<file path="src/rtl/alarm_pkg.sv">
// Shared types for the alarm controller: state encoding and helpers.
// Optional tamper input is enabled with `define ALARM_TAMPER_EN.
package alarm_pkg;

  localparam int STATE_W = 3;

  typedef enum logic [STATE_W-1:0] {
    S_DISARMED = 3'd0,
    S_EXIT     = 3'd1,
    S_ARMED    = 3'd2,
    S_ENTRY    = 3'd3,
    S_ALARM    = 3'd4
  } state_e;

  function automatic int max3(int a, int b, int c);
    int m;
    m = (a > b) ? a : b;
    return (m > c) ? m : c;
  endfunction

  function automatic logic is_armed(state_e s);
    return (s == S_ARMED) || (s == S_ENTRY) || (s == S_ALARM);
  endfunction

endpackage

</file>
<file path="src/rtl/alarm_timer.sv">
// Loadable down-counter shared by the exit, entry and siren timers.
// Holds at zero; load has priority over decrement.
module alarm_timer #(
  parameter int W = 4
) (
  input  logic         clk,
  input  logic         rst_n,
  input  logic         load_i,
  input  logic [W-1:0] load_val_i,
  input  logic         en_i,
  output logic         zero_o
);

  logic [W-1:0] cnt_q, cnt_d;

  always_comb begin
    cnt_d = cnt_q;
    if (load_i) begin
      cnt_d = load_val_i;
    end else if (en_i && (cnt_q != '0)) begin
      cnt_d = cnt_q - 1'b1;
    end
  end

  always_ff @(posedge clk or negedge rst_n) begin
    if (!rst_n) begin
      cnt_q <= '0;
    end else begin
      cnt_q <= cnt_d;
    end
  end

  assign zero_o = (cnt_q == '0);

endmodule

</file>
<file path="src/rtl/alarm_controller.sv">
// N-zone home alarm: exit/entry delays, timed siren, latched trip memory.
// Define ALARM_TAMPER_EN to add the tamper_i input.
module alarm_controller
  import alarm_pkg::*;
#(
  parameter int                NZONES     = 4,
  parameter logic [NZONES-1:0] ENTRY_MASK = 4'b0001,
  parameter int                EXIT_DLY   = 8,
  parameter int                ENTRY_DLY  = 8,
  parameter int                SIREN_CYC  = 16
) (
  input  logic               clk,
  input  logic               rst_n,
  input  logic               arm_i,
  input  logic [NZONES-1:0]  zone_i,
`ifdef ALARM_TAMPER_EN
  input  logic               tamper_i,
`endif
  output logic               alarm_o,
  output logic               armed_o,
  output logic [STATE_W-1:0] state_o,
  output logic [NZONES-1:0]  trip_o
);

  localparam int MAXD = max3(EXIT_DLY, ENTRY_DLY, SIREN_CYC);
  localparam int CW   = $clog2(MAXD) + 1;

  localparam logic [CW-1:0] EXIT_LD  = CW'(EXIT_DLY - 1);
  localparam logic [CW-1:0] ENTRY_LD = CW'(ENTRY_DLY - 1);
  localparam logic [CW-1:0] SIREN_LD = CW'(SIREN_CYC - 1);

  state_e            state_q, state_d;
  logic [NZONES-1:0] trip_q, trip_d;
  logic              load, en, zero, clr_trip;
  logic [CW-1:0]     load_val;
  logic              tamper, inst_hit, ent_hit;

`ifdef ALARM_TAMPER_EN
  assign tamper = tamper_i;
`else
  assign tamper = 1'b0;
`endif

  assign inst_hit = |(zone_i & ~ENTRY_MASK);
  assign ent_hit  = |(zone_i & ENTRY_MASK);

  always_comb begin
    state_d  = state_q;
    load     = 1'b0;
    load_val = '0;
    en       = 1'b0;
    clr_trip = 1'b0;
    unique case (state_q)
      S_DISARMED: begin
        // tamper beats a low arm switch only here
        if (tamper) begin
          state_d  = S_ALARM;
          load     = 1'b1;
          load_val = SIREN_LD;
        end else if (arm_i) begin
          state_d  = S_EXIT;
          load     = 1'b1;
          load_val = EXIT_LD;
          clr_trip = 1'b1;
        end
      end
      S_EXIT: begin
        if (!arm_i) begin
          state_d = S_DISARMED;
        end else if (tamper) begin
          state_d  = S_ALARM;
          load     = 1'b1;
          load_val = SIREN_LD;
        end else if (zero) begin
          state_d = S_ARMED;
        end else begin
          en = 1'b1;
        end
      end
      S_ARMED: begin
        if (!arm_i) begin
          state_d = S_DISARMED;
        end else if (tamper || inst_hit) begin
          state_d  = S_ALARM;
          load     = 1'b1;
          load_val = SIREN_LD;
        end else if (ent_hit) begin
          state_d  = S_ENTRY;
          load     = 1'b1;
          load_val = ENTRY_LD;
        end
      end
      S_ENTRY: begin
        if (!arm_i) begin
          state_d = S_DISARMED;
        end else if (tamper || inst_hit || zero) begin
          state_d  = S_ALARM;
          load     = 1'b1;
          load_val = SIREN_LD;
        end else begin
          en = 1'b1;
        end
      end
      S_ALARM: begin
        if (!arm_i) begin
          state_d = S_DISARMED;
        end else if (zero) begin
          state_d = S_ARMED;
        end else begin
          en = 1'b1;
        end
      end
      default: state_d = S_DISARMED;
    endcase
  end

  always_comb begin
    trip_d = trip_q;
    if (clr_trip) begin
      trip_d = '0;
    end else if (is_armed(state_q)) begin
      trip_d = trip_q | zone_i;
    end
  end

  always_ff @(posedge clk or negedge rst_n) begin
    if (!rst_n) begin
      state_q <= S_DISARMED;
      trip_q  <= '0;
    end else begin
      state_q <= state_d;
      trip_q  <= trip_d;
    end
  end

  alarm_timer #(
    .W(CW)
  ) u_timer (
    .clk       (clk),
    .rst_n     (rst_n),
    .load_i    (load),
    .load_val_i(load_val),
    .en_i      (en),
    .zero_o    (zero)
  );

  assign state_o = state_q;
  assign alarm_o = (state_q == S_ALARM);
  assign armed_o = is_armed(state_q);
  assign trip_o  = trip_q;

endmodule
</file>
<file path="config.mk">
export PLATFORM = sky130hd
export DESIGN_NAME = alarm_controller
export DESIGN_NICKNAME = d
export VERILOG_FILES = /design/src/rtl/alarm_pkg.sv /design/src/rtl/alarm_timer.sv /design/src/rtl/alarm_controller.sv
export SDC_FILE = /design/constraint.sdc
export NUM_CORES = 1
export LEC_CHECK = 0
export BUFFER_PORTS_ARGS = -buffer_cell sky130_fd_sc_hd__buf_2
export CAP_MARGIN = 0
export CELL_PAD_IN_SITES_DETAIL_PLACEMENT = 1
export CELL_PAD_IN_SITES_GLOBAL_PLACEMENT = 2
export CORE_ASPECT_RATIO = 0.7
export CORE_MARGIN = 2
export CORE_UTILIZATION = 35
export CTS_CLUSTER_DIAMETER = 60
export DETAILED_ROUTE_END_ITERATION = 7
export PLACE_DENSITY = 0.81
export SYNTH_ARGS = -nofsm -noshare
export SYNTH_HDL_FRONTEND = slang
export SYNTH_HIERARCHICAL = 1
export SYNTH_SLANG_ARGS = --single-unit
</file>
<file path="constraint.sdc">
create_clock -name clk -period 4.9 [get_ports clk]
set_clock_uncertainty 0.2 [all_clocks]
set_input_delay 0.98 -clock clk [delete_from_list [all_inputs] [get_ports clk]]
set_output_delay 0.98 -clock clk [all_outputs]
set_load 0.01 [all_outputs]
</file>
# [Word level (Yosys, flattened, before mapping)]
# Cells that the tools add are included.
[op_classes] reduce_logical=12 n_mux=33 n_eq_ne=8 add_sub_neg=1 bitwise=1
[ops] cell="two-way mux 3 bit" count=10
[ops] cell="two-way mux 4 bit" count=6
[ops] cell="one-hot mux 3 bit (4 select lines)" count=1
[ops] cell="one-hot mux 4 bit (3 select lines)" count=1
[ops] cell="two-way mux 1 bit" count=11
[ops] cell="two-way mux 5 bit" count=2
[ops] cell="equality test 3 x 2 -> 1 bit (second input constant)" count=2
[ops] cell="logical NOT 5 bit" count=1
[ops] cell="nonzero test 5 bit" count=1
[ops] cell="subtractor 5 x 1 -> 5 bit (second input constant)" count=1
[ops] cell="!= test 4 bit (second input constant)" count=1
[ops] cell="OR 4 bit" count=1
[ops] cell="AND reduction 4 bit" count=1
[ops] cell="nonzero test 2 bit" count=2
[ops] cell="equality test 3 x 1 -> 1 bit (second input constant)" count=1
[ops] cell="equality test 3 bit (second input constant)" count=1
[ops] cell="logical NOT 3 bit" count=1
[ops] cell="logical OR 1 bit" count=3
[ops] cell="!= test 3 x 2 -> 1 bit (second input constant)" count=1
[ops] cell="!= test 3 bit (second input constant)" count=1
[ops] cell="one-hot mux 1 bit (3 select lines)" count=1
[ops] cell="OR reduction 3 bit" count=1
[ops] cell="!= test 2 bit (second input constant)" count=1
[ops] cell="one-hot mux 1 bit (2 select lines)" count=1
[ops] cell="2 further kinds" count=2
[word_totals] reg_bits=12

# [Depth between registers and ports, before layout]
[logic_depth] depth_word=8 depth_mapped=9

# [Cells and area by module]
# The synthesis kept the hierarchy.
[by_module_without_submodules] module="alarm_controller" seq_area_each_um2=175.2 area_each_um2=566.8 n_inst=1 cells_per_inst=64
[by_module_without_submodules] module="alarm_timer" seq_area_each_um2=125.1 area_each_um2=300.3 n_inst=1 cells_per_inst=32

# [Worst setup path after synthesis]
# Ideal clock, no wire load.
[synth_path] path_type="input port to flip-flop" startpoint="input port zone_i[3]" endpoint="register u_timer.cnt_q[3]" slack_ns=2.099 arrival_ns=2.523 t_required_ns=4.623 path_buffers=0 setup_time_ns=0.077 cell_stages=6 path_cell_list="nor3_1 > a22oi_2 > nor3b_2 > or4b_1 > or3_1 > a21oi_1"
[synth_between] elab_chain_len=7
[synth_lines] item="from (decl)" line="alarm_controller.sv:15" rtl="input logic [NZONES-1:0] zone_i,"
[synth_lines] item="OR reduction 3 bit" line="alarm_controller.sv:44" rtl="assign inst_hit = |(zone_i & ~ENTRY_MASK);"
[synth_lines] item="logical OR 1 bit" line="alarm_controller.sv:96" rtl="end else if (tamper || inst_hit || zero) begin"
[synth_lines] item="two-way mux 1 bit" line="alarm_controller.sv:96"
[synth_lines] item="two-way mux 1 bit" line="alarm_controller.sv:94" rtl="if (!arm_i) begin"
[synth_lines] item="one-hot mux 1 bit (2 select lines)" line="alarm_controller.sv:53" rtl="unique case (state_q)"
[synth_lines] item="net en" line="alarm_controller.sv:34" rtl="logic load, en, zero, clr_trip;"
[synth_lines] item="logical AND 1 bit" line="alarm_timer.sv:20" rtl="end else if (en_i && (cnt_q != '0)) begin"
[synth_lines] item="nonzero test 2 bit (no source line)"
[synth_lines] item="to (signal assigned)" line="alarm_timer.sv:29" rtl="cnt_q <= cnt_d;"
[synth_lines] item="to (decl)" line="alarm_timer.sv:14" rtl="logic [W-1:0] cnt_q, cnt_d;"
# The timed path passes the listed nets, and every way through them passes these cells.
# A chain may end at the register's enable or synchronous reset.

# [Final worst setup path]
# Same ends and word-level chain as after synthesis.

==> results_dict.tcl <==
set metrics [dict create \
    outcome "complete, no violations" \
    vias 750 \
    maxCapViolCount 0 \
    seq_area_um2 300 \
    antenna_found_initial 0 \
    min_to "u_timer/cnt_q[4]" \
    grt_overflow 0 \
    cpLargestDelayFamily "simple AND/OR/NAND/NOR gates" \
    rows 15 \
    r2r-start "u_timer/cnt_q[0]" \
    grt_pass1_wl_um 3810 \
    dp_hpwl_um 1680 \
    fmax_mhz 350 \
    clock-sinks 12 \
    cts_buffer_depth 2 \
    cts_tree "yes" \
    syn_area_per_cell_um2 9.03 \
    rr_endpoint "u_timer/cnt_q[2]" \
    power.density_mw_per_mm2 592 \
    endpoint_kind "flop" \
    core-area_mm2 0.00240 \
    startpoint_type "input port" \
    drv_slew 0 \
    clock-root-buffer "clkbuf_4" \
    fin_crit_sh_pct 58.2 \
    area_growth_pct 11.8 \
    crit_arrival_ns 2.85 \
    grt_setup_unrepaired "no" \
    dieArea_mm2 0.00290 \
    ys_warn_count 6 \
    ys_types 41 \
    finalSetupViolCount 0 \
    ys_ff_latch 12 \
    post_dp_cell_area_um2 947 \
    die_h_um 45.6 \
    grt_max_degree 14 \
    stdcell_area_um2 970 \
    hold_depth 2 \
    htree_levels 1 \
    holdWs_ns 0.355 \
    synth_top_area_share_pct 34.6 \
    yosys.area.top_type "dfrtp_1" \
    ys.flop_type "dfrtp_1" \
    syn-num-nets 104 \
    criticalPathCategory "input port to flop" \
    viasPerCell 5.24 \
    hp-class "flop to flop" \
    firstDrtPassIters 4 \
    period_needed_ns 2.85 \
    peakVddDrop_mv 0.289 \
    slowest_stage "or4b_1" \
    ys_seq_area_share_pct 34.6 \
    rr_worst_depth 8 \
    slew_headroom_pct 50.2 \
    die_w_um 63.5 \
    path_cells "buf_2 > nor3_1 > a22oi_2 > nor3b_2 > or4b_1 > or3_1 > a21oi_1" \
    top_usage_layer "met2" \
    ctsResizeCount 0 \
    tns_ns 0 \
    min_from "u_timer/cnt_q[4]" \
    critPathRequiredTime_ns 4.90 \
    synthArstFlopShare_pct 100 \
    numCtsBuffers 3 \
    io_pins 16 \
    gr-usage-met1_pct 25.6 \
    drc 0 \
    cp_max_fo 7 \
    hold_violations 0 \
    ctsHoldBuffers 0 \
    crit_buf_inv 1 \
    n_fill_cell 316 \
    grtUsageMet3_pct 5.45 \
    synth_area_leaders "dfrtp_1 (35%), a21oi_1 (9.2%), a21o_1 (3.5%)" \
    syn-instance-count 96 \
    num-nets-final 119 \
    wire_per_inst_um 15.2 \
    insertion_delay_ns 0.27 \
    port_buffers 15 \
    multi_input_area_um2 507 \
    worst_slew_pin_slew_ns 0.747 \
    initial_utilization_pct 36.1 \
    grtUsageMet2_pct 27.2 \
    drt_iter0_markers 31 \
    postCtsSetupBuffers 0 \
    ant_nets 0 \
    drt_wl_total_um 2170 \
    reg2reg_slack_ns 2.13 \
    grt_pass1_vias 724 \
    synth_area_um2 867 \
    drive_above_1_share_pct 28.4 \
    n_antenna_cell 0 \
    synth_edf_count 0 \
    globalRouteTotalUtil_pct 17.8 \
    clk_pin_slew_ns 0.08 \
    gp_congestion 0.718 \
    p_leak_nw 0.454 \
    slowest_delay_ns 0.49 \
]
==> area by class of cell <==
type                    count  area share, %
well taps                  34           4.39
inverters                   6           2.32
multi-input cells          73           52.3
repair buffers             15           7.74
clock buffers               3           2.32
flip-flops and latches     12           31.0
==> worst register-to-register path, cell delays in order (launching register included) <==
cell and delay, ns:
dfrtp_1 0.38, inv_1 0.09, ha_1 0.17, or4b_4 0.50, inv_1 0.24, o21ai_0 0.17, a21oi_1 0.64, nor2b_1 0.22
a21oi_1 0.05
==> worst max-delay path by stage <==
stage,start,end,slack [ns],depth (start not counted)
after floorplan,zone_i[3],u_timer/cnt_q[3],2.10,6
after global placement,zone_i[3],u_timer/cnt_q[3],1.87,7
after detailed placement,zone_i[3],u_timer/cnt_q[3],1.76,7
after CTS,zone_i[3],u_timer/cnt_q[3],2.03,7
after global routing,u_timer/cnt_q[0],u_timer/cnt_q[2],1.90,8
final,zone_i[3],u_timer/cnt_q[3],2.05,7
==> layer usage <==
metal | wire, um | vias up | share of wire [%]
li1 | - | 375 | -
met1 | 1120 | 357 | 52
met2 | 946 | 16 | 44
met3 | 94 | 2 | 4.3
met4 | 10 | 0 | 0.46
met5 | 0 | - | 0
==> power by group <==
group          switching (mW)  internal [mW]
registers              0.0717          0.146
logic                   0.163          0.131
clock network          0.0329         0.0284
total                   0.267          0.306
==> placed cells by master (no fill, tap or decap), drive strengths merged <==
cell	instances
a32oi	1
o31ai	3
nand3b	2
nor2	2
nor3b	1
nand3	3
xor2	1
clkinv	1
nand2	8
a22oi	1
o41ai	1
o21ai	6
buf	15
or3	3
inv	5
conb	1
or4b	2
a21oi	17
a21o	4
a21boi	1
dfrtp	12
and2	1
clkbuf	3
nor2b	4
mux2	1
ha	1
o31a	1
o22ai	2
nor3	1
and3	2
nand2b	3
==> kinds of logic (layout without fill, tap and decap cells) <==
| kind of cell | count (synthesis) | count (layout) | share of synthesized area (%) |
|---|---|---|---|
| other cells | 1 | 1 | 0.432 |
| fa+ha+maj | 1 | 1 | 1.44 |
| xor+xnor | 1 | 1 | 1.88 |
| flops | 12 | 12 | 34.6 |
| simple gates | 32 | 32 | 24.5 |
| compound gates | 37 | 37 | 28.9 |
| mux | 1 | 1 | 1.30 |
| buf+inv | 11 | 24 | 6.92 |
==> synthesized netlist by cell type, types with 2 or more instances <==
cell type	instances
nand3b_1	2
nor2_1	2
a21oi_1	16
or3_1	2
nand2_1	8
nor2b_1	3
a21o_1	4
o21ai_1	4
o22ai_1	2
o21ai_0	2
buf_4	3
o31ai_1	2
dfrtp_1	12
nand2b_1	3
inv_1	4
nand3_1	2
==> metrics by stage <==
step,setup slack [ns],utilization [%],total power [mW],std cells
2_1_floorplan,2.10,-,0.433,96
3_3_place_gp,1.87,39.4,0.498,140
3_5_place_dp,1.76,39.4,0.516,140
4_1_cts,2.03,40.4,0.583,143
5_1_grt,1.90,40.4,0.630,143
6_report,2.05,40.4,0.574,143
==> flip-flops by register name, indices dropped and copies added (netlist names) <==
register / flops
u_timer/cnt_q: 5
state_o: 3
trip_o: 4
Note: power is estimated with default switching activity, not from simulation.
